$ cat config.mk
export PLATFORM = sky130hd
export DESIGN_NAME = rcc_linepos
export DESIGN_NICKNAME = d
export VERILOG_FILES = /design/src/rtl/rcc_linepos_pkg.sv /design/src/rtl/rcc_linepos_div.sv /design/src/rtl/rcc_linepos.sv
export SDC_FILE = /design/constraint.sdc
export NUM_CORES = 1
export LEC_CHECK = 0
export CORE_MARGIN = 2
export CORE_UTILIZATION = 56
export DETAILED_ROUTE_END_ITERATION = 10
export GPL_ROUTABILITY_DRIVEN = 0
export PLACE_DENSITY = 0.8
export SYNTH_ARGS = -nofsm -noshare
export SYNTH_HDL_FRONTEND = slang
export SYNTH_SLANG_ARGS = --single-unit
$ cat constraint.sdc
create_clock -name CLK_I -period 8.15 [get_ports CLK_I]
set_input_delay 0.815 -clock CLK_I [delete_from_list [all_inputs] [get_ports CLK_I]]
set_output_delay 0.815 -clock CLK_I [all_outputs]
set_load 0.03 [all_outputs]
$ cat src/rtl/rcc_linepos_pkg.sv
// Shared definitions for the RC-sensor line-position estimator:
// register map, FSM states, channel weights and the divider step.
package rcc_linepos_pkg;

  localparam logic [3:0] REG_POS     = 4'd0;
  localparam logic [3:0] REG_STATUS  = 4'd1;
  localparam logic [3:0] REG_FLOOR   = 4'd2;
  localparam logic [3:0] REG_PRESTHR = 4'd3;
  localparam logic [3:0] REG_CONFIG  = 4'd4;

  localparam int unsigned ST_PRESENT    = 0;
  localparam int unsigned ST_OVERRUN    = 1;
  localparam int unsigned ST_INCOMPLETE = 2;
  localparam int unsigned ST_HIT_LSB    = 4;

  localparam int unsigned CFG_ENABLE = 0;
  localparam int unsigned CFG_INVERT = 1;

  localparam int unsigned NUM_W     = 17;
  localparam int unsigned DEN_W     = 10;
  localparam int unsigned DIV_STEPS = 17;

  localparam logic [7:0] W_CH0 = 8'd0;
  localparam logic [7:0] W_CH1 = 8'd85;
  localparam logic [7:0] W_CH2 = 8'd170;
  localparam logic [7:0] W_CH3 = 8'd255;

  localparam logic [7:0] POS_CENTRE    = 8'h80;
  localparam logic [7:0] AUTOSEND_CODE = 8'h02;

  typedef enum logic [1:0] {
    IDLE,
    ACCUM,
    DIVIDE,
    DONE
  } lp_state_e;

  typedef struct packed {
    logic [DEN_W-1:0] rem;
    logic [NUM_W-1:0] quo;
  } div_step_t;

  function automatic logic [7:0] chan_weight(input logic [1:0] ch);
    logic [7:0] w;
    case (ch)
      2'd0:    w = W_CH0;
      2'd1:    w = W_CH1;
      2'd2:    w = W_CH2;
      default: w = W_CH3;
    endcase
    return w;
  endfunction

  // One restoring-division step: shift in the next dividend bit, subtract if it fits.
  function automatic div_step_t div_step(input logic [DEN_W-1:0] rem,
                                         input logic [NUM_W-1:0] quo,
                                         input logic [DEN_W-1:0] dvs);
    div_step_t   r;
    logic [DEN_W:0] sh;
    sh    = {rem, quo[NUM_W-1]};
    r.quo = {quo[NUM_W-2:0], 1'b0};
    if (sh >= {1'b0, dvs}) begin
      sh       = sh - {1'b0, dvs};
      r.quo[0] = 1'b1;
    end
    r.rem = sh[DEN_W-1:0];
    return r;
  endfunction

endpackage

$ cat src/rtl/rcc_linepos_div.sv
// 17-bit by 10-bit serial restoring divider, one quotient bit per cycle.
// The first bit is resolved in the start cycle; o_done pulses after the 17th.
module rcc_linepos_div
  import rcc_linepos_pkg::*;
(
  input  logic             i_clk,
  input  logic             i_rst_n,
  input  logic             i_start,
  input  logic [NUM_W-1:0] i_dividend,
  input  logic [DEN_W-1:0] i_divisor,
  output logic             o_done,
  output logic [NUM_W-1:0] o_quotient
);

  logic [DEN_W-1:0] r_rem;
  logic [DEN_W-1:0] r_dvs;
  logic [NUM_W-1:0] r_quo;
  logic [4:0]       r_cnt;
  logic             r_busy;
  logic             r_done;
  div_step_t        w_first;
  div_step_t        w_next;

  always_comb begin
    w_first = div_step('0, i_dividend, i_divisor);
    w_next  = div_step(r_rem, r_quo, r_dvs);
  end

  always_ff @(posedge i_clk or negedge i_rst_n) begin
    if (!i_rst_n) begin
      r_rem  <= '0;
      r_dvs  <= '0;
      r_quo  <= '0;
      r_cnt  <= '0;
      r_busy <= 1'b0;
      r_done <= 1'b0;
    end else begin
      r_done <= 1'b0;
      if (i_start) begin
        r_rem  <= w_first.rem;
        r_quo  <= w_first.quo;
        r_dvs  <= i_divisor;
        r_cnt  <= 5'(DIV_STEPS - 1);
        r_busy <= 1'b1;
      end else if (r_busy) begin
        r_rem <= w_next.rem;
        r_quo <= w_next.quo;
        r_cnt <= r_cnt - 5'd1;
        if (r_cnt == 5'd1) begin
          r_busy <= 1'b0;
          r_done <= 1'b1;
        end
      end
    end
  end

  assign o_done     = r_done;
  assign o_quotient = r_quo;

endmodule

$ cat src/rtl/rcc_linepos.sv
// Line-position estimator: floor-subtracted weighted centroid of four RC
// sensor channels, with presence/hit flags, exposed on the peripheral bus.
module rcc_linepos
  import rcc_linepos_pkg::*;
#(
  parameter logic [7:0] FLOOR_RST = 8'h10,
  parameter logic [7:0] PRES_RST  = 8'h20
) (
  input  logic       CLK_I,
  input  logic       RSTN_I,
  input  logic       WE_I,
  input  logic       TGA_I,
  input  logic       STB_I,
  input  logic [7:0] ADR_I,
  output logic       STALL_O,
  output logic       ACK_O,
  input  logic [7:0] DAT_I,
  output logic [7:0] DAT_O,
  input  logic       smp_valid,
  input  logic [1:0] smp_chan,
  input  logic [7:0] smp_val,
  input  logic       smp_last
);

  lp_state_e        r_state;
  lp_state_e        w_state_nxt;

  logic [7:0]       r_pos;
  logic             r_present;
  logic             r_overrun;
  logic             r_incomplete;
  logic [3:0]       r_hit;
  logic [7:0]       r_floor;
  logic [7:0]       r_presthr;
  logic             r_enable;
  logic             r_invert;
  logic             r_data_avail;

  logic [NUM_W-1:0] r_num;
  logic [DEN_W-1:0] r_den;
  logic [3:0]       r_seen;
  logic [3:0]       r_hit_acc;

  logic             w_myaddr;
  logic             w_rd;
  logic             w_wr;
  logic [7:0]       w_c;
  logic [7:0]       w_v;
  logic [15:0]      w_prod;
  logic             w_fresh;
  logic             w_accept;
  logic             w_drop;
  logic             w_finish;
  logic             w_complete;
  logic             w_div_start;
  logic             w_div_done;
  logic [NUM_W-1:0] w_quo;
  logic [NUM_W-1:0] w_num_nxt;
  logic [DEN_W-1:0] w_den_nxt;
  logic [3:0]       w_seen_nxt;
  logic [3:0]       w_hit_nxt;
  logic [7:0]       w_pos_res;
  logic [7:0]       w_status;
  logic [7:0]       w_reg_rd;

  assign w_myaddr = STB_I & (ADR_I[7:4] == 4'h0);
  assign w_rd     = TGA_I & w_myaddr & ~WE_I;
  assign w_wr     = TGA_I & w_myaddr & WE_I;
  assign STALL_O  = 1'b0;
  assign ACK_O    = w_myaddr;

  // Sample transform and running accumulation; a frame restarts from zero in IDLE.
  always_comb begin
    w_c    = r_invert ? ~smp_val : smp_val;
    w_v    = (w_c > r_floor) ? (w_c - r_floor) : '0;
    w_prod = 16'(w_v) * 16'(chan_weight(smp_chan));

    w_fresh    = (r_state == IDLE);
    w_num_nxt  = (w_fresh ? '0 : r_num) + NUM_W'(w_prod);
    w_den_nxt  = (w_fresh ? '0 : r_den) + DEN_W'(w_v);
    w_seen_nxt = w_fresh ? '0 : r_seen;
    w_hit_nxt  = w_fresh ? '0 : r_hit_acc;
    w_seen_nxt[smp_chan] = 1'b1;
    w_hit_nxt[smp_chan]  = (w_v != '0);
    w_complete = (w_seen_nxt == 4'hF);

    w_accept    = smp_valid & r_enable & ((r_state == IDLE) | (r_state == ACCUM));
    w_drop      = smp_valid & r_enable & ((r_state == DIVIDE) | (r_state == DONE));
    w_finish    = r_enable & (r_state == DONE);
    w_div_start = w_accept & smp_last & w_complete;
  end

  rcc_linepos_div u_div (
    .i_clk      (CLK_I),
    .i_rst_n    (RSTN_I),
    .i_start    (w_div_start),
    .i_dividend (w_num_nxt),
    .i_divisor  (w_den_nxt),
    .o_done     (w_div_done),
    .o_quotient (w_quo)
  );

  always_comb begin
    w_state_nxt = r_state;
    if (!r_enable) begin
      w_state_nxt = IDLE;
    end else begin
      case (r_state)
        IDLE:    if (smp_valid && !smp_last) w_state_nxt = ACCUM;
        ACCUM:   if (smp_valid && smp_last)  w_state_nxt = w_complete ? DIVIDE : IDLE;
        DIVIDE:  if (w_div_done)             w_state_nxt = DONE;
        DONE:    w_state_nxt = IDLE;
        default: w_state_nxt = IDLE;
      endcase
    end
  end

  always_ff @(posedge CLK_I or negedge RSTN_I) begin
    if (!RSTN_I) r_state <= IDLE;
    else         r_state <= w_state_nxt;
  end

  always_comb begin
    if (r_den == '0)          w_pos_res = POS_CENTRE;
    else if (|w_quo[16:8])    w_pos_res = 8'hFF;
    else                      w_pos_res = w_quo[7:0];
  end

  always_ff @(posedge CLK_I or negedge RSTN_I) begin
    if (!RSTN_I) begin
      r_pos        <= POS_CENTRE;
      r_present    <= 1'b0;
      r_overrun    <= 1'b0;
      r_incomplete <= 1'b0;
      r_hit        <= '0;
      r_floor      <= FLOOR_RST;
      r_presthr    <= PRES_RST;
      r_enable     <= 1'b0;
      r_invert     <= 1'b0;
      r_data_avail <= 1'b0;
      r_num        <= '0;
      r_den        <= '0;
      r_seen       <= '0;
      r_hit_acc    <= '0;
    end else begin
      if (w_wr) begin
        case (ADR_I[3:0])
          REG_FLOOR:   r_floor   <= DAT_I;
          REG_PRESTHR: r_presthr <= DAT_I;
          REG_CONFIG: begin
            r_enable <= DAT_I[CFG_ENABLE];
            r_invert <= DAT_I[CFG_INVERT];
          end
          default: ;
        endcase
      end

      if (w_accept) begin
        r_num     <= w_num_nxt;
        r_den     <= w_den_nxt;
        r_seen    <= w_seen_nxt;
        r_hit_acc <= w_hit_nxt;
        if (smp_last && !w_complete) r_incomplete <= 1'b1;
      end

      // Set after clear so a dropped sample wins over a coincident status read.
      if (w_rd && (ADR_I[3:0] == REG_STATUS)) r_overrun <= 1'b0;
      if (w_drop)                             r_overrun <= 1'b1;

      if (w_rd) r_data_avail <= 1'b0;
      if (w_finish) begin
        r_pos        <= w_pos_res;
        r_present    <= (r_den[DEN_W-1:2] >= r_presthr);
        r_hit        <= r_hit_acc;
        r_incomplete <= 1'b0;
        r_data_avail <= 1'b1;
      end
    end
  end

  always_comb begin
    w_status                 = '0;
    w_status[ST_PRESENT]     = r_present;
    w_status[ST_OVERRUN]     = r_overrun;
    w_status[ST_INCOMPLETE]  = r_incomplete;
    w_status[ST_HIT_LSB +: 4] = r_hit;

    w_reg_rd = '0;
    case (ADR_I[3:0])
      REG_POS:     w_reg_rd = r_pos;
      REG_STATUS:  w_reg_rd = w_status;
      REG_FLOOR:   w_reg_rd = r_floor;
      REG_PRESTHR: w_reg_rd = r_presthr;
      REG_CONFIG: begin
        w_reg_rd[CFG_ENABLE] = r_enable;
        w_reg_rd[CFG_INVERT] = r_invert;
      end
      default: ;
    endcase

    DAT_O = DAT_I;
    if (w_myaddr) begin
      if (TGA_I)             DAT_O = w_reg_rd;
      else if (r_data_avail) DAT_O = AUTOSEND_CODE;
      else                   DAT_O = '0;
    end
  end

endmodule
==> results of run 1 <==
layout make-up:
| type | instances | area share, % |
|---|---|---|
| clock buffers | 18 | 3.68 |
| repair buffers | 114 | 8.33 |
| multi-input cells | 841 | 54.9 |
| clock inverters | 14 | 1.61 |
| flip-flops and latches | 115 | 24.7 |
| well taps | 225 | 2.41 |
| inverters | 136 | 4.39 |
final timing paths:
check                                  to  cells past startpoint        from  slack (ns)
min                            r_floor[3]                      1      RSTN_I        0.45
min in group CLK_I               r_pos[4]                      2    r_pos[4]        0.48
min reg2reg                      r_pos[4]                      2    r_pos[4]        0.48
max reg2reg                u_div.r_rem[5]                     35    r_invert        0.33
max                        u_div.r_rem[5]                     35  smp_val[2]        0.18
max in group asynchronous  u_div.r_cnt[0]                      2      RSTN_I        6.43
repair_timing:
item / CTS / global route
setup endpoints to repair: 10 / 11
hold buffers: 0 / 0
pin swaps: 7 / 40
resized for setup: 12 / 59
setup buffers: 2 / 4
cells in the mapped netlist, drive strengths merged (4+ instances only):
library cell / n / area, sq um
a2111oi: 4 / 60.1
a211oi: 24 / 185
a21o: 11 / 82.6
a21oi: 45 / 225
a22oi: 7 / 52.6
a31oi: 7 / 50.1
and2: 29 / 181
and3: 8 / 55.1
buf: 9 / 51.3
clkbuf: 36 / 135
dfrtp: 112 / 2800
fa: 45 / 901
ha: 82 / 1030
inv: 136 / 510
mux2: 10 / 113
mux2i: 18 / 180
nand2: 166 / 623
nand2b: 10 / 62.6
nand3: 21 / 110
nand4: 7 / 43.8
nor2: 72 / 270
nor2b: 17 / 114
nor3: 21 / 110
nor3b: 5 / 37.5
nor4: 6 / 37.5
o211ai: 9 / 72.6
o21a: 5 / 37.5
o21ai: 103 / 515
o21bai: 5 / 37.5
o31ai: 5 / 37.5
or2: 7 / 43.8
or3: 5 / 31.3
xnor2: 22 / 193
xor2: 21 / 184
worst max-delay path: cells and delay by family:
family / cells / cell delay [ns]
adders and majority gates: 8 / 2.99
buffers and inverters: 10 / 1.58
and+or+nand+nor: 8 / 1.40
xor gates and xnor gates: 1 / 0.16
AOI/OAI and AO/OA: 8 / 1.34
per-stage QoR:
step	hold WS [ns]	power [mW]	util, %	worst slack, ns	area [sq um]
after detailed placement	0.464	0.736	62.5	-0.559	10700
after CTS	0.477	1.52	66.5	0.00273	11400
final	0.445	1.53	68.2	0.184	11700
after floorplan	0.432	0.666	-	0.0608	9670
after global routing	0.492	1.58	68.2	-0.111	11700
after global placement	0.451	0.733	62.5	-0.392	10700
power by group through the flow:
stage,logic [mW],clock network [mW],registers (mW)
2_1_floorplan,0.0745,0,0.591
3_3_place_gp,0.140,0,0.592
3_5_place_dp,0.143,0,0.593
4_1_cts,0.146,0.789,0.583
5_1_grt,0.175,0.820,0.583
6_report,0.160,0.786,0.583
kinds of logic after synthesis:
family	count (synthesis)
AO/OA/AOI/OAI	252
XOR/XNOR	43
adder cells (fa/ha/maj)	129
buffers and inverters	181
flip-flops	115
multiplexers	29
other	1
AND/OR/NAND/NOR	387
routing by layer:
metal  GRT usage, %  wire length [um]  vias up
met5              0                 0        -
met4           12.9              1100        0
met3           5.50              1730       74
met2           49.9             13100      353
met1           36.9             10600     4114
li1               -                 -     4036
sequential cells by signal, summed over array words and instances (netlist names):
| name | count |
|---|---|
| u_div.r_rem | 10 |
| r_enable | 1 |
| r_invert | 1 |
| u_div.r_dvs | 10 |
| r_hit | 4 |
| r_present | 1 |
| r_overrun | 1 |
| r_incomplete | 1 |
| r_seen | 4 |
| u_div.r_busy | 1 |
| r_state | 2 |
| u_div.r_cnt | 5 |
| r_presthr | 8 |
| r_hit_acc | 4 |
| u_div.o_quotient | 17 |
| u_div.o_done | 1 |
| r_floor | 8 |
| r_data_avail | 1 |
| r_num | 17 |
| r_pos | 8 |
| r_den | 10 |
placed cells by master (no fill, tap or decap), types with 17 or more instances in the layout:
master	synthesis	layout
and2_1	29	28
dfrtp_1	112	112
buf_4	1	71
a21oi_1	45	42
clkbuf_16	0	17
mux2i_1	18	18
clkdlybuf4s50_1	0	38
xnor2_1	22	20
fa_1	45	44
o21ai_0	98	95
a211oi_1	23	17
xor2_1	21	19
nand2_1	166	161
ha_1	82	75
nor3_1	20	19
nor2_1	72	64
nand3_1	20	20
inv_1	136	132
==> metrics.cfg, run 1 <==
[outcome]
status=completed

[power_and_ir_drop]
switching_power_mw=0.372
sequentialPowerShare_pct=38.1
p_int_mw=1.16
ir_drop_uv=168
powerDensity_nw_per_um2=131
combinationalPowerShare_pct=10.4
p_clk_share_pct=51.4
swShare_pct=24.3
leakage_nw=5.69

[floorplanning]
ioPinCount=43
die_area_sq_um=18300
initial_core_util_pct=56.5
rows=48
coreArea_sq_um=17100
die_x_um=135
fp.dieH_um=135

[sta]
maxSlewViolCount=0
clock_skew_ns=0.00851
hold_viol_final=0
period_minus_slack_ns=7.97
setup_violations=0
slew_headroom_pct=42.0
finalCritPeriodShare_pct=97.7
tightest_slew_ns=0.867
fmax_ghz=0.126
setup_tns_ns=0

[logic_synthesis]
seq_area_frac_synth_pct=29.8
syn_area_per_cell_sq_um=8.51
synth-adder-area-share_pct=20.1
synth_xor_area_share_pct=3.89
synth-compound-area-share_pct=16.6
synth_edf_count=0
syn_area_sq_um=9670
syn-num-nets=1297
synth_top_family_by_area=adder cells
synth_ff_type=dfrtp_1
ys_ff_latch=115
yosysWarnings=0
synth_simple_gate_area_share_pct=19.1
yosys.cell_types.count=79
async_flop_share_pct=100
synthCells=1137
synth.mux.area_fraction_pct=3.26

[clock_tree]
root_buffer=clkbuf_16
cts_tree=done
htreeDepth=4
numClockSinks=115
insertion_delay_ns=0.42
clk_pin_slew_ns=0.06
cts_buffers=17
cts_buffer_depth=2

[route]
drt_drc_violations_left=0
via_per_inst=5.86
wl_per_cell_um=18.1
routed-via-count=8577
drtIter0Drc=707
totalWireLength_um=26500
dr.pass1.iters=5
drtAntennaViolNets=0

[global_route]
antenna_found_initial=0
grt-ovfl-total=0
grt_max_degree=61
grt_pass1_wl_um=42300
grt_pass1_vias=8698
grt_use_total_pct=29.4

[setup_path]
worstPathMaxFanout=4
critPathRequiredTime_ns=8.47
path_class=in -> reg
worst_setup_path_start_kind=primary input
crit_path_end_kind=register
cpPeakStageDelay_ns=0.53
crit_arrival_ns=8.29
slowest_stage=fa_1
path_common_cell=buf_4

[layout]
multiInputGateArea_sq_um=6410
syn_to_final_growth_pct=20.7
layoutNonFillerInstCount=1463
fin_nets=1385
seqCellArea_sq_um=2880
drive_gt1_share_pct=15.3
antenna_cells=0
fillers=1297

[placed_design]
io_buffers=41
post-place-cells=1426
hpwlAfterDp_um=19000

[min_path]
worst_hold_path_type=in -> async

[run]
max-cap-violations=0

No activity file was read; power rests on OpenSTA's default activity.
==> inputs of run 2 (changes only) <==
CELL_PAD_IN_SITES_DETAIL_PLACEMENT = 0   (was not set)
CELL_PAD_IN_SITES_GLOBAL_PLACEMENT = 1   (was not set)
CORE_UTILIZATION = 43   (was 56)
==> run 2 against run 1 <==
Core utilization shrank 15 points. Sequential share of layout area fell by 0.12 points. Register-to-register slack improved by 0.09 ns.
==> metrics.cfg, run 2 (synthesized netlist as in run 1, its figures left out) <==
[sta]
fmax_ghz=0.128
finalCritPeriodShare_pct=96.1
slew_headroom_pct=37.3
period_minus_slack_ns=7.83
maxSlewViolCount=0
clock_skew_ns=0.00937
hold_slack_ns=0.388
hold_viol_final=0
tightest_slew_ns=0.941
setup_violations=0

[clock_tree]
root_buffer=clkbuf_16
cts_buffers=17
insertion_delay_ns=0.42
cts_buffer_depth=2
cts_tree=done
htreeDepth=4
numClockSinks=115
clk_pin_slew_ns=0.06

[setup_path]
path_class=in -> reg
slowest_stage=fa_1
worstPathMaxFanout=3
crit_arrival_ns=8.18
worst_setup_path_start_kind=primary input
critPathRequiredTime_ns=8.50
path_common_cell=fa_1
crit_path_end_kind=register
cpPeakStageDelay_ns=0.58

[power_and_ir_drop]
ir_drop_uv=112
p_total_mw=1.53
leakage_nw=5.72
powerDensity_nw_per_um2=130

[floorplanning]
coreArea_sq_um=22000
ioPinCount=43
initial_core_util_pct=44.1
fp.dieH_um=154
die_x_um=154
die_area_sq_um=23700
rows=54

[route]
routed-via-count=8299
via_per_inst=5.42
totalWireLength_um=25700
drtAntennaViolNets=0
wl_per_cell_um=16.8
drt_drc_violations_left=0
dr.pass1.iters=5
drtIter0Drc=445

[placed_design]
io_buffers=41
hpwlAfterDp_um=19800

[layout]
drive_gt1_share_pct=15.8
layout_commonest_cell=nand2_1
final_cell_mix=165 x nand2_1, 132 x inv_1, 111 x dfrtp_1
fin_nets=1399
syn_to_final_growth_pct=21.3
fillers=2077
antenna_cells=0

[run]
max-cap-violations=0

[outcome]
status=completed

[global_route]
grt_pass1_vias=8406
grt_use_total_pct=22.7
antenna_found_initial=0
grt-ovfl-total=0
grt_max_degree=72
grt_pass1_wl_um=43000

[min_path]
worst_hold_path_type=in -> async

## run 2: worst paths after layout
check / from / endpoint / slack (ns) / cells past startpoint
worst min-delay path: RSTN_I / r_floor[3] / 0.39 / 1
worst max-delay path: smp_val[2] / u_div.r_rem[0] / 0.32 / 32
worst min register to register: r_pos[2] / r_pos[2] / 0.46 / 2
min in group CLK_I: r_pos[2] / r_pos[2] / 0.46 / 2
worst max register to register: r_invert / u_div.r_rem[0] / 0.42 / 33
max in group asynchronous: RSTN_I / r_num[13] / 6.40 / 2
## run 2: power breakdown
group | total (mW) | internal (mW) | switching (mW)
sequential | 0.583 | 0.578 | 0.00428
clock | 0.787 | 0.490 | 0.297
combinational | 0.156 | 0.0684 | 0.0873
## run 2: cell type report
type	count	area, sq um	share of cell area [%]
multi-input cells	841	6300	53.7
repair buffers	128	1070	9.12
flip-flops and latches	115	2880	24.6
clock inverters	15	198	1.68
inverters	136	510	4.35
well taps	280	350	2.99
clock buffers	17	425	3.62
## run 2: through the flow
step | worst slack (ns) | cell area [sq um] | util, % | instances | setup TNS [ns]
after CTS | 0.00423 | 11500 | 52.6 | 1526 | 0
after global placement | -0.359 | 10800 | 49.4 | 1491 | -3.13
after floorplan | 0.0608 | 9670 | - | 1137 | 0
final | 0.321 | 11700 | 53.4 | 1532 | 0
after detailed placement | -0.557 | 10800 | 49.4 | 1491 | -5.04
after global routing | -0.00967 | 11700 | 53.4 | 1532 | -0.00967
## run 2: critical path, delay by kind of cell
| family | cells | cell delay, ns |
|---|---|---|
| simple gates | 4 | 0.77 |
| mux | 2 | 0.69 |
| compound gates | 11 | 1.93 |
| xor+xnor | 1 | 0.16 |
| fa+ha+maj | 8 | 3.01 |
| buf+inv | 6 | 0.79 |
## run 2: metal layers
metal	global-route usage, %	part of all wire (%)	up-vias
met5	0	0	-
met4	9.75	4.0	0
met3	3.27	3.5	53
met2	38.2	48	176
met1	29.3	45	4000
li1	-	-	4070
## run 2: what timing repair did
item,4_1_cts,5_1_grt
setup endpoints to repair,10,11
setup buffers,3,7
hold endpoints to repair,0,0
hold buffers,0,0
resized for setup,12,42
pin swaps,11,23
==> inputs of run 3 (changes only) <==
CORE_UTILIZATION = 51   (was 43)
PLACE_DENSITY = 0.89   (was 0.8)
clock period = 9.7 ns   (was 8.15 ns; I/O delays follow)
==> run 3 against run 2 <==
Final cell count fell by 8.2%. Core utilization up 5.0 points. Global-route usage rose by 2.9 points. Clock power down 13%. Die area shrank 15%. Worst setup slack better by 0.42 ns. Via count is 4.7% lower. Sequential cell count stayed put. Total power down 16%. Sequential power shrank 16%. Clock skew is 0.0067 ns higher. Hold slack improved by 0.077 ns.
==> metrics.cfg, run 3 (synthesized netlist as in run 1, its figures left out) <==
[layout]
seqCellArea_sq_um=2880
fin_util_pct=58.4
final_cell_mix=166 x nand2_1, 136 x inv_1, 112 x dfrtp_1
antenna_cells=0
syn_to_final_growth_pct=12.6
fillers=1697
fin_nets=1319
layout_commonest_cell=nand2_1
multiInputGateArea_sq_um=6100
drive_gt1_share_pct=6.57
final_area_sq_um=10900

[route]
via_per_inst=5.62
drtAntennaViolNets=0
routed-via-count=7905
drt_drc_violations_left=0
drtIter0Drc=486
wl_per_cell_um=17.2
totalWireLength_um=24200
dr.pass1.iters=5

[placed_design]
hpwlAfterDp_um=18800
io_buffers=41
placed_area_sq_um=10200

[setup_path]
reg2reg_depth=31
worstPathMaxFanout=13
reg2reg_slack_ns=1.00
slowest_stage=fa_1
crit_arrival_ns=9.30
path_class=in -> reg
r2r_end=u_div.r_rem[0]
crit_path_end_kind=register
critPathRequiredTime_ns=10.04
reg2reg_from=r_invert
worst_setup_path_start_kind=primary input
cpPeakStageDelay_ns=0.55

[clock_tree]
cts_buffer_depth=2
cts-resized-gates=0
post-cts-setup-buffer-count=0
root_buffer=clkbuf_16
htreeDepth=4
cts_tree=done
cts_buffers=17
numClockSinks=115
insertion_delay_ns=0.43
clk_pin_slew_ns=0.06
cts-hold-fix-buffers=0

[min_path]
hold_start=r_pos[4]
worst_hold_path_type=reg -> reg
hold_path_depth=2
min_to=r_pos[4]

[sta]
clock_skew_ns=0.0161
hold_viol_final=0
slew_headroom_pct=35.7
finalCritPeriodShare_pct=92.4
fmax_ghz=0.112
tightest_slew_ns=0.964
setup_violations=0
maxSlewViolCount=0
setup_tns_ns=0
rsz0062_at_grt=false
period_minus_slack_ns=8.96

[floorplanning]
fp.dieH_um=142
die_area_sq_um=20100
die_x_um=142
ioPinCount=43
initial_core_util_pct=51.9
coreArea_sq_um=18600
rows=50

[power_and_ir_drop]
combinationalPowerShare_pct=8.4
p_clk_share_pct=53.5
ir_drop_uv=113
swShare_pct=25.0
p_int_mw=0.965
powerDensity_nw_per_um2=118
switching_power_mw=0.322
leakage_nw=5.31
sequentialPowerShare_pct=38.1

[global_route]
grt_pass1_vias=7934
grt_use_total_pct=25.6
antenna_found_initial=0
grt_max_degree=76
grt-ovfl-total=0
grt_pass1_wl_um=40400

[run]
max-cap-violations=0

[outcome]
status=completed

-- run 3: metal layers --
metal / part of all wire [%] / track usage, % / up-vias
met5: 0 / 0 / -
met4: 3.5 / 10.8 / 0
met3: 4.0 / 4.29 / 51
met2: 48 / 42.7 / 186
met1: 45 / 33.2 / 3767
li1: - / - / 3901
-- run 3: per-stage QoR --
| step | setup slack, ns | instances | hold slack (ns) | power, mW |
|---|---|---|---|---|
| 2_1_floorplan | 1.46 | 1137 | 0.432 | 0.559 |
| 3_3_place_gp | 0.493 | 1374 | 0.448 | 0.606 |
| 3_5_place_dp | 0.353 | 1374 | 0.457 | 0.606 |
| 4_1_cts | 0.791 | 1406 | 0.470 | 1.29 |
| 5_1_grt | 0.201 | 1406 | 0.489 | 1.33 |
| 6_report | 0.740 | 1406 | 0.465 | 1.29 |
-- run 3: how the worst max path moves through the flow --
stage / slack (ns) / endpoint / from / depth (start not counted)
2_1_floorplan: 1.46 / u_div.r_rem[0] / smp_val[0] / 34
3_3_place_gp: 0.49 / u_div.r_rem[0] / smp_val[0] / 32
3_5_place_dp: 0.35 / u_div.r_rem[0] / smp_val[0] / 32
4_1_cts: 0.79 / u_div.r_rem[0] / smp_val[0] / 32
5_1_grt: 0.20 / u_div.r_rem[0] / smp_val[0] / 32
6_report: 0.74 / u_div.r_rem[0] / smp_val[0] / 32
-- run 3: area by class of cell --
class	instances	share of cell area, %
Clock buffer	17	3.91
Clock inverter	15	1.99
Inverter	136	4.69
Multi-Input combinational cell	841	56.0
Sequential cell	115	26.5
Tap cell	234	2.69
Timing Repair Buffer	48	4.23
-- run 3: critical path, delay by kind of cell --
| family | cells | cell delay, ns |
|---|---|---|
| compound gates | 11 | 2.58 |
| xor+xnor | 1 | 0.12 |
| fa+ha+maj | 8 | 3.31 |
| buf+inv | 6 | 0.74 |
| mux | 1 | 0.39 |
| simple gates | 5 | 1.18 |
-- run 3: power by group through the flow --
| stage | Combinational, mW | Sequential [mW] | Clock, mW |
|---|---|---|---|
| after global placement | 0.108 | 0.498 | 0 |
| final | 0.109 | 0.490 | 0.688 |
| after CTS | 0.109 | 0.490 | 0.694 |
| after detailed placement | 0.108 | 0.498 | 0 |
| after global routing | 0.122 | 0.490 | 0.716 |
| after floorplan | 0.0626 | 0.497 | 0 |
